<file path="src/rtl/hdmi_info_frame_pkg.sv">
// Shared definitions for the HDMI InfoFrame packet sources.
// Contents:
//   - InfoFrame type codes, the maximum payload length and the engine FSM state type.
//   - pack_header: builds the 3-byte header {length, version, 1'b1, type}.
//   - header_sum:  8-bit sum of the three header bytes (checksum seed).
//   - sub_offset:  bit offset of payload byte idx inside the 224-bit sub bus.
package hdmi_info_frame_pkg;

    localparam int unsigned MAX_PAYLOAD = 27;

    localparam logic [6:0] VENDOR = 7'h01;
    localparam logic [6:0] AVI    = 7'h02;
    localparam logic [6:0] SPD    = 7'h03;
    localparam logic [6:0] AUDIO  = 7'h04;

    typedef enum logic [1:0] {
        StIdle,
        StSum,
        StSwap
    } frame_state_e;

    function automatic logic [23:0] pack_header(input logic [4:0] length,
                                                input logic [7:0] version,
                                                input logic [6:0] frame_type);
        return {3'b000, length, version, 1'b1, frame_type};
    endfunction

    function automatic logic [7:0] header_sum(input logic [23:0] hdr);
        return hdr[7:0] + hdr[15:8] + hdr[23:16];
    endfunction

    // Bytes are grouped seven per 56-bit subpacket.
    function automatic int unsigned sub_offset(input int unsigned idx);
        return (idx / 7) * 56 + (idx % 7) * 8;
    endfunction

endpackage

</file>
<file path="src/rtl/info_frame_checksum_serial.sv">
// Serial InfoFrame checksum: accumulates one payload byte per clock.
// Ports:
//   clk_pixel, reset - clock, asynchronous active-high reset
//   start            - load accumulator with hdr_sum and begin at byte index 1
//   hdr_sum          - sum of the three header bytes
//   data             - payload byte selected by idx
//   idx              - index of the byte being accumulated this cycle
//   last             - this cycle accumulates byte LENGTH
//   done             - all LENGTH bytes accumulated (cleared by start)
//   checksum         - two's-complement of the accumulator
module info_frame_checksum_serial #(
    parameter int unsigned LENGTH = 10
) (
    input  logic       clk_pixel,
    input  logic       reset,
    input  logic       start,
    input  logic [7:0] hdr_sum,
    input  logic [7:0] data,
    output logic [4:0] idx,
    output logic       last,
    output logic       done,
    output logic [7:0] checksum
);

    logic [7:0] acc_q;
    logic [4:0] cnt_q;
    logic       running_q;
    logic       done_q;

    always_ff @(posedge clk_pixel or posedge reset) begin
        if (reset) begin
            acc_q     <= 8'd0;
            cnt_q     <= 5'd0;
            running_q <= 1'b0;
            done_q    <= 1'b0;
        end else if (start) begin
            acc_q     <= hdr_sum;
            cnt_q     <= 5'd1;
            running_q <= 1'b1;
            done_q    <= 1'b0;
        end else if (running_q) begin
            acc_q <= acc_q + data;
            cnt_q <= cnt_q + 5'd1;
            if (last) begin
                running_q <= 1'b0;
                done_q    <= 1'b1;
            end
        end
    end

    assign idx      = cnt_q;
    assign last     = running_q && (cnt_q == 5'(LENGTH));
    assign done     = done_q;
    assign checksum = 8'd0 - acc_q;

endmodule

</file>
<file path="src/rtl/info_frame_engine.sv">
// Runtime-programmable, double-buffered HDMI InfoFrame source.
// Payload bytes are written into a shadow bank; commit computes the checksum
// serially and then publishes shadow + checksum into the active bank in one edge.
// Ports:
//   clk_pixel, reset        - pixel clock, asynchronous active-high reset
//   wr_en/wr_addr/wr_data   - shadow byte write (index 1..LENGTH, only while idle)
//   commit                  - start checksum and publish
//   hold                    - defer publish while the assembler is mid-packet
//   busy                    - commit accepted, publish pending
//   valid                   - active bank holds a committed frame
//   generation              - publish count, wraps at 256
//   header                  - constant {byte2, byte1, byte0}
//   sub                     - active bank, byte 0 = checksum
module info_frame_engine
    import hdmi_info_frame_pkg::*;
#(
    parameter logic [6:0] TYPE    = AUDIO,
    parameter logic [7:0] VERSION = 8'd1,
    parameter logic [4:0] LENGTH  = 5'd10
) (
    input  logic         clk_pixel,
    input  logic         reset,
    input  logic         wr_en,
    input  logic [4:0]   wr_addr,
    input  logic [7:0]   wr_data,
    input  logic         commit,
    input  logic         hold,
    output logic         busy,
    output logic         valid,
    output logic [7:0]   generation,
    output logic [23:0]  header,
    output logic [223:0] sub
);

    if (LENGTH < 5'd1 || 32'(LENGTH) > MAX_PAYLOAD) begin : g_bad_length
        $error("info_frame_engine: LENGTH must be 1..27");
    end

    localparam int unsigned Len = 32'(LENGTH);
    localparam logic [23:0] Hdr = pack_header(LENGTH, VERSION, TYPE);

    frame_state_e state_q, state_d;

    logic [7:0] shadow_q [Len];
    logic [7:0] active_q [Len + 1];
    logic       valid_q;
    logic [7:0] generation_q;

    logic       wr_ok;
    logic       cs_start;
    logic       publish;
    logic [4:0] cs_idx;
    logic       cs_last;
    logic       cs_done;
    logic [7:0] cs_checksum;
    logic [7:0] sum_byte;

    // FSM: state register
    always_ff @(posedge clk_pixel or posedge reset) begin
        if (reset) begin
            state_q <= StIdle;
        end else begin
            state_q <= state_d;
        end
    end

    // FSM: next state
    always_comb begin
        state_d = state_q;
        unique case (state_q)
            StIdle:  if (commit)  state_d = StSum;
            StSum:   if (cs_last) state_d = StSwap;
            StSwap:  if (!hold)   state_d = StIdle;
            default: state_d = StIdle;
        endcase
    end

    // FSM: outputs
    always_comb begin
        busy     = (state_q != StIdle);
        cs_start = (state_q == StIdle) && commit;
        publish  = (state_q == StSwap) && !hold && cs_done;
    end

    // A write on the commit edge still lands before byte 1 is read.
    assign wr_ok = wr_en && !busy && (wr_addr != 5'd0) && (wr_addr <= LENGTH);

    always_ff @(posedge clk_pixel or posedge reset) begin
        if (reset) begin
            for (int unsigned i = 0; i < Len; i++) shadow_q[i] <= 8'd0;
        end else if (wr_ok) begin
            for (int unsigned i = 1; i <= Len; i++) begin
                if (wr_addr == 5'(i)) shadow_q[i - 1] <= wr_data;
            end
        end
    end

    always_comb begin
        sum_byte = 8'd0;
        for (int unsigned i = 1; i <= Len; i++) begin
            if (cs_idx == 5'(i)) sum_byte = shadow_q[i - 1];
        end
    end

    info_frame_checksum_serial #(
        .LENGTH(Len)
    ) u_checksum (
        .clk_pixel(clk_pixel),
        .reset    (reset),
        .start    (cs_start),
        .hdr_sum  (header_sum(Hdr)),
        .data     (sum_byte),
        .idx      (cs_idx),
        .last     (cs_last),
        .done     (cs_done),
        .checksum (cs_checksum)
    );

    // Whole active bank updates in the single publish edge.
    always_ff @(posedge clk_pixel or posedge reset) begin
        if (reset) begin
            for (int unsigned i = 0; i <= Len; i++) active_q[i] <= 8'd0;
            valid_q      <= 1'b0;
            generation_q <= 8'd0;
        end else if (publish) begin
            active_q[0] <= cs_checksum;
            for (int unsigned i = 1; i <= Len; i++) active_q[i] <= shadow_q[i - 1];
            valid_q      <= 1'b1;
            generation_q <= generation_q + 8'd1;
        end
    end

    always_comb begin
        sub = '0;
        for (int unsigned i = 0; i <= Len; i++) begin
            sub[sub_offset(i) +: 8] = active_q[i];
        end
    end

    assign valid      = valid_q;
    assign generation = generation_q;
    assign header     = Hdr;

endmodule

</file>
<file path="config.mk">
export PLATFORM = sky130hd
export DESIGN_NAME = info_frame_engine
export DESIGN_NICKNAME = d
export VERILOG_FILES = /design/src/rtl/hdmi_info_frame_pkg.sv /design/src/rtl/info_frame_checksum_serial.sv /design/src/rtl/info_frame_engine.sv
export SDC_FILE = /design/constraint.sdc
export NUM_CORES = 1
export LEC_CHECK = 0
export ABC_AREA = 1
export CAP_MARGIN = 20
export CORE_UTILIZATION = 54
export CTS_BUF_LIST = sky130_fd_sc_hd__clkbuf_4
export DETAILED_ROUTE_END_ITERATION = 16
export PLACE_DENSITY = 0.86
export SYNTH_ARGS = -nofsm -noshare
export SYNTH_HDL_FRONTEND = slang
export SYNTH_HIERARCHICAL = 1
export SYNTH_SLANG_ARGS = --single-unit
</file>
<file path="constraint.sdc">
create_clock -name clk_pixel -period 14.3 [get_ports clk_pixel]
set_input_delay 1.43 -clock clk_pixel [delete_from_list [all_inputs] [get_ports clk_pixel]]
set_output_delay 1.43 -clock clk_pixel [all_outputs]
set_load 0.03 [all_outputs]
</file>
=== Word level (Yosys, flattened, before mapping) ===
Cells that the tools add are included.

* Bits of input ports: 18
* Word-level logic and storage cells: 108
* Output and inout bits: 258
* Register bits: 194

* Eq/ne operators: 25
* Magnitude comparators: 1
* Add/sub/neg operators: 4
* Muxes and demuxes: 24
* Reduce and logical (&&, ||, !) cells: 26

{| class="wikitable"
|+ Operator list
! cell !! number
|-
| $mux W8 || 12
|-
| $eq A5 B3 Y1 const B || 8
|-
| $eq A5 B4 Y1 const B || 6
|-
| $reduce_and A2 Y1 || 11
|-
| $eq A5 B2 Y1 const B || 4
|-
| $eq A5 B1 Y1 const B || 2
|-
| $mux W5 || 2
|-
| $add A8 B1 Y8 const B || 1
|-
| $add A8 B8 Y8 || 1
|-
| $sub A1 B8 Y8 const A || 1
|-
| $logic_and A1 B1 Y1 || 7
|-
| $mux W1 || 6
|-
| $mux W2 || 3
|-
| $ne A2 B2 Y1 const B || 3
|-
| $pmux W2 S3 || 1
|-
| $reduce_bool A2 Y1 || 3
|-
| $add A5 B1 Y5 const B || 1
|-
| $le A5 B4 Y1 const B || 1
|-
| $reduce_bool A5 Y1 || 1
|-
| $reduce_and A3 Y1 || 1
|-
| $eq A2 B1 Y1 const B || 1
|-
| $eq A2 B2 Y1 const B || 1
|-
| $logic_not A1 Y1 || 2
|-
| $logic_not A2 Y1 || 1
|}

=== Logic depth before layout (Yosys ltp) ===
Gate-level depths: netlist (run 1).

* Word-level depth: 14
* Gate-level depth with buffers: 20
* Gate-level depth less buffers: 19

=== Cells and area by module ===
The synthesis (run 1) kept the hierarchy.

{| class="wikitable"
|+ Modules (own cells, without submodules)
! module !! sequential area each (um^2) !! cells an instance !! times used !! area an instance (um^2)
|-
| info_frame_engine || 4479.3 || 1020 || 1 || 8650.8
|-
| info_frame_checksum_serial || 375.4 || 147 || 1 || 1136.1
|}

=== Least setup slack after synthesis (run 1) ===
OpenSTA, ideal clock, no wires.

* Path kind: input -> register
* From: input wr_addr[0]
* To: register shadow_q[32] (netlist name)
* Data arrival time: 2387 ps
* Data required time: 14174 ps
* Slack: 11787 ps
* Stages: 10
* Buffers on the path: 2
* Setup time: 126 ps
* Path through: buf_4 -> nand2_1 -> nand2_1 -> nand2_1 -> nand2_1 -> nor3_2 -> nand2_2 -> buf_6 -> nand2_1 -> o21ai_1

* Cells in the longest elaborated chain, start to end: 4
* Elaborated cells on any way between the ends: 6
* Those cells by class: order compare (1); eq/ne (1); reduce/logical (4)

{| class="wikitable"
|+ Ends and longest elaborated chain
! item !! line !! text
|-
| start, declared || info_frame_engine.sv:24 || <nowiki>input logic [4:0] wr_addr,</nowiki>
|-
| branches (longest 3 deep; another with $le A5 B4 Y1) || n/a ||
|-
| $reduce_and A2 Y1 (no line) * || n/a ||
|-
| end signal, assigned by index || info_frame_engine.sv:93 || <nowiki>if (wr_addr == 5'(i)) shadow_q[i - 1] <= wr_data;</nowiki>
|-
| end, declared || info_frame_engine.sv:44 || <nowiki>logic [7:0] shadow_q [Len];</nowiki>
|}

Every way passes the cells marked *.
A chain may end at the register's enable or synchronous reset.

=== Final worst setup path (run 1) ===
* From: input hold
* To: register generation_q[7] (netlist: generation[7])

* Cells in the longest elaborated chain, start to end: 3

{| class="wikitable"
|+ Ends and longest elaborated chain
! item !! line !! text
|-
| start, declared || info_frame_engine.sv:27 || <nowiki>input logic hold,</nowiki>
|-
| $logic_not A1 Y1 || info_frame_engine.sv:82 || <nowiki>publish = (state_q == StSwap) && !hold && cs_done;</nowiki>
|-
| $logic_and A1 B1 Y1 (2 in a row) || info_frame_engine.sv:82 ||
|-
| end signal, assigned || info_frame_engine.sv:129 || <nowiki>generation_q <= generation_q + 8'd1;</nowiki>
|-
| end, declared || info_frame_engine.sv:47 || <nowiki>logic [7:0] generation_q;</nowiki>
|}

No other way between the ends.

==> impl_results.rst, run 1 <==
.. list-table::
   :header-rows: 1

   * - Metric
     - Value
   * - Worst setup slack for register-to-register paths
     - 10.96 ns
   * - Number of distinct library cells after synthesis
     - 41
   * - Post-layout minimum cycle time
     - 3.93 ns
   * - Commonest non-fill, non-tap cells in the layout
     - 425 x sky130_fd_sc_hd__nand2_1, 194 x sky130_fd_sc_hd__dfrtp_1, 168 x sky130_fd_sc_hd__conb_1, 115 x sky130_fd_sc_hd__clkdlybuf4s50_1, 72 x sky130_fd_sc_hd__o21ai_0
   * - CTS HTree Levels
     - 4
   * - Number of primary I/O pins
     - approximately 280
   * - Number of buffers inserted by post-CTS setup repair
     - 0
   * - Synth-to-layout area growth
     - 9.90%
   * - Register Area
     - 0.00485 sq mm
   * - Max frequency
     - 254 MHz
   * - Highest cell delay on the worst timing path
     - 0.61 ns
   * - Data arrival, critical path
     - about 4.4 ns
   * - Count of final hold-check violations
     - 0
   * - Combined area of the multi-input logic cells
     - 0.00391 sq mm
   * - DRC
     - 0
   * - First-pass GRT wire length
     - 33900 microns
   * - Family with the most delay on the worst path
     - buffers and inverters
   * - VDD IR max
     - a little over 70 uV
   * - Static leakage
     - ~0.0055 uW
   * - Placement-stage worst setup slack
     - 9.73 ns
   * - Areal power density over the cells
     - 126 mW/mm^2
   * - CTS Buf Count
     - 17
   * - Crit-path max FO
     - 78
   * - Worst Slack Setup Final
     - 10.37 ns
   * - Most common cell after layout, fill and taps aside
     - sky130_fd_sc_hd__nand2_1
   * - Max Clock Skew
     - 0.0284 ns
   * - Total instance count after detailed placement
     - 1481
   * - Remaining antenna violation count
     - 0
   * - Fraction of layout cells with a size suffix above 1
     - 0.0567
   * - Final weighted congestion in routability-driven placement
     - 0.895
   * - Post-cts repair resize count
     - 0
   * - Register area share after synthesis
     - 0.496
   * - Slowest stage cell on the critical path
     - sky130_fd_sc_hd__buf_4
   * - Total negative setup slack
     - 0 ns
   * - Count of synthesis-stage warnings from yosys
     - 6
   * - Critical Path Start Type
     - primary input
   * - Hold-fix buffers at CTS
     - 0
   * - Vias in the first global route
     - 6874
   * - Net count, final
     - 1305
   * - Total overflow reported by the global router
     - 0
   * - Clock tree from TritonCTS
     - yes
   * - Setup repair after global routing missed its margin
     - false
   * - Total iterations of the first detailed-routing run
     - 5
   * - Dominant cell type by area after synthesis
     - sky130_fd_sc_hd__dfrtp_1
   * - Count of cell instances traversed by the critical path
     - 10
   * - Pin count of the biggest net entering global routing
     - 102
   * - Slew at the pin with the worst max-slew slack
     - about 0.96 ns
   * - Initial antenna violation count
     - 1
   * - Height of the die
     - 137 microns
   * - Reg2reg path depth
     - 18
   * - Total length of routed wires
     - 21500 microns
   * - Mean cell area of the mapped netlist
     - 8.39 sq um
   * - Post-Place Cell Area
     - 0.0105 sq mm
   * - Total of buffers placed on input and output ports
     - 115
   * - Setup-failing EPs final
     - 0
   * - Clock Path Buffers
     - 2
   * - Routed vias
     - 7528
   * - Category of the worst setup path capture point
     - flop
   * - Clock transition at path regs
     - 0.16 ns
   * - Outcome
     - complete, no violations
   * - Chip Width
     - 137 microns
   * - CP dominant cell by count
     - sky130_fd_sc_hd__buf_4
   * - Cell area after layout
     - 0.0108 sq mm
   * - Final clock period utilization by the worst path
     - 0.275
   * - CP cell instances
     - clkdlybuf4s50_1 > nor3_4 > buf_4 > inv_2 > buf_4 > nor2_2 > nand2_1 > nor2_1 > nand3_1 > xor2_1
   * - Worst path buffer plus inverter count
     - 4
   * - Top cells by area in the synthesized netlist
     - sky130_fd_sc_hd__dfrtp_1 50%, sky130_fd_sc_hd__nand2_1 16%, sky130_fd_sc_hd__buf_4 12%
   * - Total global-route track usage
     - 0.237
   * - Vias per inst
     - between 4 and 5
   * - Worst path required time
     - about 15 ns
   * - Number of max-cap violations
     - 0
   * - Post-detail-place hpwl
     - 15500 microns
   * - Flip-flop and latch count after synthesis
     - 194
   * - Headroom to the max-slew limit
     - 0.360
   * - Sink count of the clock tree
     - 194
   * - Non-filler cells in the finished layout
     - 1514
   * - Mean routed wirelength per cell
     - 14.2 microns
   * - Proportion of netlist area held by the largest area contributor
     - 0.496
   * - Floorplan row count
     - 48
   * - Number of filler instances in the final layout
     - 1504
   * - Cell chosen for the clock root
     - sky130_fd_sc_hd__clkbuf_4
   * - Netlist Area Pre-Place
     - roughly 0.01 sq mm
   * - Final Slew Violations
     - 0
   * - Initial Util
     - 0.560
   * - Post-Syn Instances
     - 1167
   * - Clock latency of the later-clocked register in the worst-skew pair
     - approximately 0.61 ns
   * - Standard cell core area
     - approximately 0.017 sq mm
   * - Path type of the worst setup path
     - in2reg
   * - Total Die Area
     - 0.0187 sq mm
   * - Min-Delay Path Class
     - reg2reg
   * - Number of instances on the worst hold path
     - 2
   * - Violation count after the first detailed-route iteration
     - 635
layout make-up:
type	instances	share of cell area
multi-input cells	876	0.364
repair buffers	118	0.109
clock buffers	17	0.0119
well taps	225	0.0262
clock inverters	15	0.0131
inverters	68	0.0244
diodes	1	0.000233
flip-flops and latches	194	0.451
sequential cells by signal, indices dropped and copies added, names as in the netlist:
register              cells
u_checksum/running_q      1
u_checksum/idx            5
valid                     1
state_q                   2
sub                      88
u_checksum/acc_q          8
generation                8
u_checksum/done           1
shadow_q                 80
power breakdown:
group | internal (uW) | total (uW) | switching [uW] | leakage (uW)
combinational | 118 | 395 | 277 | 0.00278
sequential | 611 | 678 | 67.1 | 0.00261
clock | 76.8 | 281 | 204 | 0.000144
stage by stage:
stage / hold WS, ns / util / power [uW]
finish: 0.491 / 0.615 / 1350
global route: 0.518 / 0.615 / 1430
CTS: 0.494 / 0.615 / 1350
detailed placement: 0.459 / 0.600 / 1080
global placement: 0.455 / 0.600 / 1060
floorplan: 0.453 / - / 1010
final timing paths:
check	end	start
worst max-delay path	generation[7]	hold
worst min-delay path	sub[11]	sub[11]
worst max register to register	u_checksum/acc_q[6]	u_checksum/idx[4]
worst min register to register	sub[11]	sub[11]
max in group asynchronous	shadow_q[26]	reset
min in group asynchronous	u_checksum/idx[3]	reset
cell families (layout without fill, tap and decap cells):
group / after synthesis / after routing / share of synthesized area
buffers and inverters: 263 / 218 / 0.168
other: 2 / 169 / 0.000767
adder cells (fa/ha/maj): 12 / 12 / 0.0161
AND/OR/NAND/NOR: 564 / 564 / 0.244
XOR/XNOR: 13 / 13 / 0.0116
AO/OA/AOI/OAI: 119 / 119 / 0.0639
flip-flops: 194 / 194 / 0.496
synthesized netlist by cell type, drive strengths merged:
library cell,n
o21a,1
o22ai,1
nand2,434
xor2,8
conb,2
dfrtp,194
nand3b,3
o211ai,1
buf,185
nor2,60
ha,11
nor4,1
nand3,22
nand4,37
o221ai,2
a22oi,4
inv,68
clkbuf,10
a21oi,7
o21ai,102
or2,3
nor3,4
a21boi,1
fa,1
xnor2,5
worst reg2reg max path, cell delays in order, from the launching register on:
cell,delay [ns]
sky130_fd_sc_hd__dfrtp_1,0.45
sky130_fd_sc_hd__inv_1,0.44
sky130_fd_sc_hd__nand2_1,0.22
sky130_fd_sc_hd__nor2_1,0.51
sky130_fd_sc_hd__nand2_1,0.12
sky130_fd_sc_hd__nand4_1,0.13
sky130_fd_sc_hd__nor2_1,0.06
sky130_fd_sc_hd__nand4_1,0.10
sky130_fd_sc_hd__ha_1,0.18
sky130_fd_sc_hd__inv_1,0.06
sky130_fd_sc_hd__fa_1,0.36
sky130_fd_sc_hd__inv_1,0.08
sky130_fd_sc_hd__nand2_1,0.07
sky130_fd_sc_hd__nand2_1,0.10
sky130_fd_sc_hd__nand3b_1,0.12
sky130_fd_sc_hd__nand2_1,0.08
sky130_fd_sc_hd__nand2_1,0.05
sky130_fd_sc_hd__nand3_1,0.07
sky130_fd_sc_hd__nand2_1,0.05
routing by layer:
metal,share of wire,wire (microns),track usage,up-vias
met5,0,0,0,-
met3,0.088,1890,0.0481,51
met4,0.034,722,0.105,0
li1,-,-,-,3578
met1,0.42,8970,0.329,3506
met2,0.46,9870,0.361,393
Note: power is estimated with default switching activity, not from simulation.
==> run 2: changes to the inputs <==
--- a/config.mk
+++ b/config.mk
@@ -7,10 +7,10 @@
 export LEC_CHECK = 0
 export ABC_AREA = 1
 export CAP_MARGIN = 20
-export CORE_UTILIZATION = 54
+export CORE_UTILIZATION = 50
 export CTS_BUF_LIST = sky130_fd_sc_hd__clkbuf_4
 export DETAILED_ROUTE_END_ITERATION = 16
-export PLACE_DENSITY = 0.86
+export PLACE_DENSITY = 0.8
 export SYNTH_ARGS = -nofsm -noshare
 export SYNTH_HDL_FRONTEND = slang
 export SYNTH_HIERARCHICAL = 1
==> constraint.sdc (replaced) <==
create_clock -name clk_pixel -period 4.05 [get_ports clk_pixel]
set_input_delay 0.405 -clock clk_pixel [delete_from_list [all_inputs] [get_ports clk_pixel]]
set_output_delay 0.405 -clock clk_pixel [all_outputs]
set_load 0.03 [all_outputs]
==> run 2 against run 1 <==
Against the previous run: die area grew 7.9%; sequential power rose to 3.5 times the previous value; non-clock buffer count up 2; power grew to 3.6 times the previous value; combinational power rose to 3.5 times the previous value; sequential share of layout area shrank 0.38 points; setup slack lost 9.4 ns; utilization fell by 4.3 points; critical endpoint is now u_checksum/acc_q[6].
==> impl_results.rst, run 2 (synthesis results as in run 1) <==
.. list-table::
   :header-rows: 1

   * - Metric
     - Value
   * - Outcome
     - complete, no violations
   * - Synth-to-layout area growth
     - 10.8%
   * - Headroom to the max-slew limit
     - 0.438 (+0.0783)
   * - Commonest non-fill, non-tap cells in the layout
     - 425 x sky130_fd_sc_hd__nand2_1, 194 x sky130_fd_sc_hd__dfrtp_1, 168 x sky130_fd_sc_hd__conb_1, 115 x sky130_fd_sc_hd__clkdlybuf4s50_1, 72 x sky130_fd_sc_hd__o21ai_0
   * - Total internal power
     - 2970 uW (+270%)
   * - Cell chosen for the clock root
     - sky130_fd_sc_hd__clkbuf_4
   * - Total of buffers placed on input and output ports
     - 115 (unchanged)
   * - Total iterations of the first detailed-routing run
     - 5 (unchanged)
   * - Total global-route track usage
     - 0.228 (-0.00927)
   * - Clock tree from TritonCTS
     - yes
   * - Power dissipated by switching net loads
     - 1890 uW (+240%)
   * - Remaining antenna violation count
     - 0 (unchanged)
   * - Slowest stage cell on the critical path
     - sky130_fd_sc_hd__dfrtp_1
   * - Violation count after the first detailed-route iteration
     - 519 (-18%)
   * - Floorplan row count
     - 50 (+4.2%)
   * - CP dominant cell by count
     - sky130_fd_sc_hd__nand2_1
   * - Clock latency of the later-clocked register in the worst-skew pair
     - 0.60 ns (about the same)
   * - Post-detail-place hpwl
     - 16200 microns (+4.2%)
   * - Vias per inst
     - 4.79 (-3.7%)
   * - Setup-failing EPs final
     - 0 (unchanged)
   * - DRC
     - 0 (unchanged)
   * - Crit-path max FO
     - 20 (-74%)
   * - Chip Width
     - 142 microns (+3.9%)
   * - Initial antenna violation count
     - 1 (unchanged)
   * - Total Die Area
     - 0.0201 sq mm (+7.9%)
   * - Clock Path Buffers
     - 2 (unchanged)
   * - Count of final hold-check violations
     - 0 (unchanged)
   * - Setup repair after global routing missed its margin
     - false
   * - Worst setup slack for register-to-register paths
     - 0.97 ns (-9.99 ns)
   * - Total negative setup slack
     - 0 ns (unchanged)
   * - Clock network power share
     - 0.219 (+0.012)
   * - Worst path required time
     - 4.55 ns (-10.26 ns)
   * - Post-cts repair resize count
     - 0 (unchanged)
   * - Vias in the first global route
     - 6822 (-0.76%)
   * - Number of buffers inserted by post-CTS setup repair
     - 0 (unchanged)
   * - Height of the die
     - 142 microns (+3.9%)
   * - Total overflow reported by the global router
     - 0 (unchanged)
   * - Critical Path Start Type
     - flop
   * - Static leakage
     - 0.00555 uW (+0.16%)
   * - Tot Pwr
     - 4860 uW (+260%)
   * - CTS Buf Count
     - 17 (unchanged)
   * - VDD IR max
     - 218 uV (+210%)
   * - Category of the worst setup path capture point
     - flop
   * - Mean routed wirelength per cell
     - 14.2 microns (+0.17%)
   * - Clock transition at path regs
     - 0.15 ns (about the same)
   * - Post-layout minimum cycle time
     - ~3.1 ns
   * - Sink count of the clock tree
     - 194 (unchanged)
   * - Comb pwr share
     - 0.286 (-0.006)
   * - Final clock period utilization by the worst path
     - 0.761
   * - Part of the total power dissipated in sequential elements
     - 0.494 (-0.007)
   * - Standard cell core area
     - 0.0190 sq mm (+8.5%)
   * - Min-Delay Path Class
     - in2async
   * - Highest cell delay on the worst timing path
     - 0.44 ns (-0.17 ns)
   * - Max Clock Skew
     - 0.0197 ns (-0.00869 ns)
   * - First-pass GRT wire length
     - 35500 microns (+4.7%)
   * - Max frequency
     - 325 MHz
   * - Number of filler instances in the final layout
     - 1743 (+16%)
   * - Final weighted congestion in routability-driven placement
     - 0.895 (about the same)
   * - Areal power density over the cells
     - 448 mW/mm^2 (+260%)
   * - Number of flip-flops in the largest register
     - 88 (unchanged)
   * - CP cell instances
     - inv_1 > nand2_1 > nor2_1 > nand2_1 > nand4_1 > nor2_1 > nand4_1 > ha_1 > inv_1 > fa_1 > inv_1 > nand2_1 > nand2_1 > nand3b_1 > nand2_1 > nand2_1 > nand3_1 > nand2_1
   * - Final Slew Violations
     - 0 (unchanged)
   * - Data arrival, critical path
     - 3.58 ns (-0.86 ns)
   * - Most common cell after layout, fill and taps aside
     - sky130_fd_sc_hd__nand2_1
   * - Net switching fraction of the power
     - 0.388 (-0.0164)
   * - Pin count of the biggest net entering global routing
     - 78 (-24%)
   * - Hold-fix buffers at CTS
     - 0 (unchanged)
   * - Fraction of layout cells with a size suffix above 1
     - 0.0581 (+0.00146)
   * - CTS HTree Levels
     - 4 (unchanged)
   * - Slew at the pin with the worst max-slew slack
     - 0.843 ns (-0.117 ns)
   * - Path type of the worst setup path
     - reg2reg
   * - Number of max-cap violations
     - 0 (unchanged)
   * - Net count, final
     - 1307 (+0.15%)
   * - Total length of routed wires
     - 22000 microns (+2.6%)
   * - Number of primary I/O pins
     - 276 (unchanged)
   * - Initial Util
     - 0.516 (-0.0437)
   * - Routed vias
     - 7425 (-1.4%)
## run 2: cell count changes in the layout (fill, tap and decap cells not counted), sizes merged
| cell | previous run | this run |
|---|---|---|
| inv | 76 | 68 |
| clkbuf | 17 | 21 |
| clkinvlp | 2 | 6 |
| buf | 3 | 5 |
| bufinv | 0 | 2 |
| clkinv | 5 | 3 |
## run 2: worst max-delay path, delay by kind of cell, from the launching register on
kind                     cells  cell delay (ns)
buffers and inverters        3             0.54
AND/OR/NAND/NOR             13             1.49
adder cells (fa/ha/maj)      2             0.52
flip-flops                   1             0.44
## run 2: power groups by stage
stage	clock network, uW	registers (uW)	logic (uW)
final	1070	2400	1390
after global routing	1160	2430	1560
after CTS	1080	2400	1380
after detailed placement	0	2430	1380
after global placement	0	2430	1340
after floorplan	0	2430	1120
## run 2: final cells by class
type	instances	area, sq um	area share
Antenna cell	1	2.50	0.000231
Clock buffer	21	158	0.0145
Clock inverter	11	133	0.0122
Inverter	68	262	0.0241
Multi-Input combinational cell	876	3910	0.361
Sequential cell	194	4850	0.448
Tap cell	260	325	0.0300
Timing Repair Buffer	120	1200	0.111
## run 2: through the flow
stage	cells	setup WS (ns)	hold WS [ns]	cell area, sq um	util
4_1_cts	1550	0.997	0.141	10800	0.572
2_1_floorplan	1333	1.35	0.306	10400	-
6_report	1551	0.969	0.167	10800	0.572
5_1_grt	1551	0.481	0.161	10800	0.572
3_3_place_gp	1518	1.15	0.455	10600	0.557
3_5_place_dp	1518	1.04	0.457	10600	0.557
## run 2: per-layer routing
layer | GRT usage | part of all wire
met5 | 0 | 0
met4 | 0.0934 | 0.026
met3 | 0.0300 | 0.060
met2 | 0.353 | 0.46
met1 | 0.325 | 0.46
## run 2: final timing paths
path,start,to,cells after the start
max,u_checksum/idx[4],u_checksum/acc_q[6],18
min,reset,sub[6],2
max reg2reg,u_checksum/idx[4],u_checksum/acc_q[6],18
min reg2reg,sub[72],sub[72],2
max in group asynchronous,reset,sub[38],3
min in group clk_pixel,commit,state_q[0],3
==> run 3: changes to the inputs <==
==> constraint.sdc (replaced) <==
create_clock -name clk_pixel -period 2.9 [get_ports clk_pixel]
set_input_delay 0.29 -clock clk_pixel [delete_from_list [all_inputs] [get_ports clk_pixel]]
set_output_delay 0.29 -clock clk_pixel [all_outputs]
set_load 0.03 [all_outputs]
==> run 3 against run 2 <==
Against the previous run: count of clock-buffer cells in the layout fell by 2; critical path depth is 3 lower; clock power rose by 23%; utilization is 0.50 points higher; global-route usage decreased by 0.28 points; combinational power rose by 48%; flip-flop and latch count unchanged; critical path type unchanged; critical endpoint is now u_checksum/acc_q[7]; largest power group unchanged; highest routed layer unchanged.
==> impl_results.rst, run 3 (synthesis results as in run 1) <==
.. list-table::
   :header-rows: 1

   * - Metric
     - Value
   * - Outcome
     - complete, no violations
   * - Remaining antenna violation count
     - 0 (unchanged)
   * - Final weighted congestion in routability-driven placement
     - 0.918 (+2.5%)
   * - Chip Width
     - 142 microns (unchanged)
   * - Total iterations of the first detailed-routing run
     - 8 (+3)
   * - Areal power density over the cells
     - 617 mW/mm^2 (+38%)
   * - Data arrival, critical path
     - 3.24 ns (-0.34 ns)
   * - Slew at the pin with the worst max-slew slack
     - 0.689 ns (-0.154 ns)
   * - Post-layout minimum cycle time
     - 2.75 ns (-0.331 ns)
   * - Fraction of layout cells with a size suffix above 1
     - 0.0728 (+0.0147)
   * - Start of the worst register-to-register path
     - u_checksum/idx[4]
   * - Static leakage
     - 0.00560 uW (+0.96%)
   * - Max frequency
     - 364 MHz (+12%)
   * - Category of the worst setup path capture point
     - flop
   * - Reg2reg path depth
     - 15 (-3)
   * - Final clock period utilization by the worst path
     - 0.948 (+0.187)
   * - Share of the core filled with cells
     - 0.577 (+0.00502)
   * - Number of max-cap violations
     - 0 (unchanged)
   * - Most common cell after layout, fill and taps aside
     - sky130_fd_sc_hd__nand2_1
   * - Total overflow reported by the global router
     - 0 (unchanged)
   * - Commonest non-fill, non-tap cells in the layout
     - 425 x sky130_fd_sc_hd__nand2_1, 191 x sky130_fd_sc_hd__dfrtp_1, 168 x sky130_fd_sc_hd__conb_1, 115 x sky130_fd_sc_hd__clkdlybuf4s50_1, 72 x sky130_fd_sc_hd__o21ai_0
   * - Final Slew Violations
     - 0 (unchanged)
   * - Routed vias
     - 7490 (+0.88%)
   * - Worst path required time
     - 3.39 ns (-1.16 ns)
   * - CTS Buf Count
     - 17 (unchanged)
   * - Net count, final
     - 1323 (+1.2%)
   * - Headroom to the max-slew limit
     - 0.539 (+0.101)
   * - Total of buffers placed on input and output ports
     - 115 (unchanged)
   * - Standard cell core area
     - 0.0190 sq mm (unchanged)
   * - Height of the die
     - 142 microns (unchanged)
   * - Highest cell delay on the worst timing path
     - 0.49 ns (+0.05 ns)
   * - Crit-path max FO
     - 6 (-70%)
   * - Initial antenna violation count
     - 1 (unchanged)
   * - CTS HTree Levels
     - 4 (unchanged)
   * - Vias in the first global route
     - 6836 (+0.21%)
   * - First-pass GRT wire length
     - 35200 microns (-0.80%)
   * - Clock Path Buffers
     - 2 (unchanged)
   * - Total length of routed wires
     - 22100 microns (+0.22%)
   * - Destination of the worst register-to-register timing path
     - u_checksum/acc_q[7]
   * - Slowest stage cell on the critical path
     - sky130_fd_sc_hd__dfrtp_1
   * - Number of flip-flops in the largest register
     - 88 (unchanged)
   * - Setup-failing EPs final
     - 0 (unchanged)
   * - Clock tree from TritonCTS
     - yes
   * - Worst setup slack for register-to-register paths
     - 0.15 ns (-0.82 ns)
   * - Initial Util
     - 0.516 (unchanged)
   * - Mean routed wirelength per cell
     - 14.1 microns (-0.74%)
   * - Worst path buffer plus inverter count
     - 3 (unchanged)
   * - Sink count of the clock tree
     - 194 (unchanged)
   * - CP cell instances
     - clkinvlp_4 > buf_4 > nand4_1 > nand2_1 > nor2_1 > nand4_1 > nor2_1 > nand4_1 > ha_1 > nand2_1 > inv_1 > a21oi_1 > nand3_1 > nand3_1 > nand2_1
   * - WHS
     - 0.113 ns (-0.0535 ns)
   * - Total Die Area
     - 0.0201 sq mm (unchanged)
   * - Min-Delay Path Class
     - in2async
   * - DRC
     - 0 (unchanged)
   * - Count of final hold-check violations
     - 0 (unchanged)
   * - Floorplan row count
     - 50 (unchanged)
   * - VDD IR max
     - 308 uV (+41%)
   * - Number of primary I/O pins
     - 276 (unchanged)
   * - Setup repair after global routing missed its margin
     - true
   * - Family with the most delay on the worst path
     - simple AND/OR/NAND/NOR gates
   * - Clock latency of the later-clocked register in the worst-skew pair
     - 0.61 ns (about the same)
   * - Total global-route track usage
     - 0.225 (-0.00275)
   * - Violation count after the first detailed-route iteration
     - 635 (+22%)
   * - Worst Slack Setup Final
     - 0.151 ns (-0.819 ns)
   * - Pin count of the biggest net entering global routing
     - 73 (-6.4%)
   * - Critical Path Start Type
     - flop
   * - Hold-fix buffers at CTS
     - 0 (unchanged)
   * - Cell chosen for the clock root
     - sky130_fd_sc_hd__clkbuf_4
   * - Synth-to-layout area growth
     - 11.8%
   * - Post-detail-place hpwl
     - 16400 microns (+1.2%)
   * - Placement-stage worst setup slack
     - 0.169 ns (-0.871 ns)
   * - Clock transition at path regs
     - 0.16 ns (about the same)
   * - Path type of the worst setup path
     - reg2reg
   * - Max Clock Skew
     - 0.0309 ns (+0.0112 ns)
   * - Vias per inst
     - 4.78 (about the same)
[run 3: changes by cell type in the layout (fill, tap and decap cells not counted), sizes merged]
cell / change
inv: +3
bufinv: -2
clkinvlp: +1
buf: +15
clkbuf: -2
[run 3: repair_timing]
action / in CTS / in global routing
gates resized for setup: 0 / 6
endpoints found under the setup margin: 0 / 3
buffers inserted: 0 / 4
[run 3: per-layer routing]
metal  GRT usage  wire (microns)
met5           0               0
met4      0.0911             569
met3      0.0354            1590
met2       0.349           10300
met1       0.317            9630
[run 3: worst max path at each step]
stage,endpoint,cells past startpoint,slack [ns],startpoint
floorplan,generation[0],1,0.32,reset
global placement,u_checksum/acc_q[6],16,0.28,u_checksum/idx[4]
detailed placement,u_checksum/acc_q[6],16,0.17,u_checksum/idx[4]
CTS,u_checksum/acc_q[6],16,0.14,u_checksum/idx[4]
global route,u_checksum/acc_q[6],19,-0.02,u_checksum/idx[0]
finish,u_checksum/acc_q[7],15,0.15,u_checksum/idx[4]
[run 3: stage by stage]
step           power (uW)  TNS [ns]  instances  area (sq um)
6_report             6750         0       1566         10900
5_1_grt              7170   -0.0209       1566         10900
4_1_cts              6700         0       1560         10900
3_5_place_dp         5390         0       1529         10600
3_3_place_gp         5320         0       1529         10600
2_1_floorplan        4970         0       1333         10400
[run 3: cell type report]
class / count / area [sq um]
Fill cell: 1712 / 8010
Sequential cell: 194 / 4860
Multi-Input combinational cell: 876 / 3920
Timing Repair Buffer: 135 / 1330
Tap cell: 260 / 325
Inverter: 68 / 265
Clock buffer: 19 / 143
Clock inverter: 12 / 97.6
Timing Repair inverter: 1 / 5.00
Antenna cell: 1 / 2.50
[run 3: power breakdown]
part	internal (uW)	switching [uW]	total [uW]	leakage (uW)
Clock	368	951	1320	0.000122
Sequential	3020	352	3370	0.00261
Combinational	679	1390	2060	0.00287
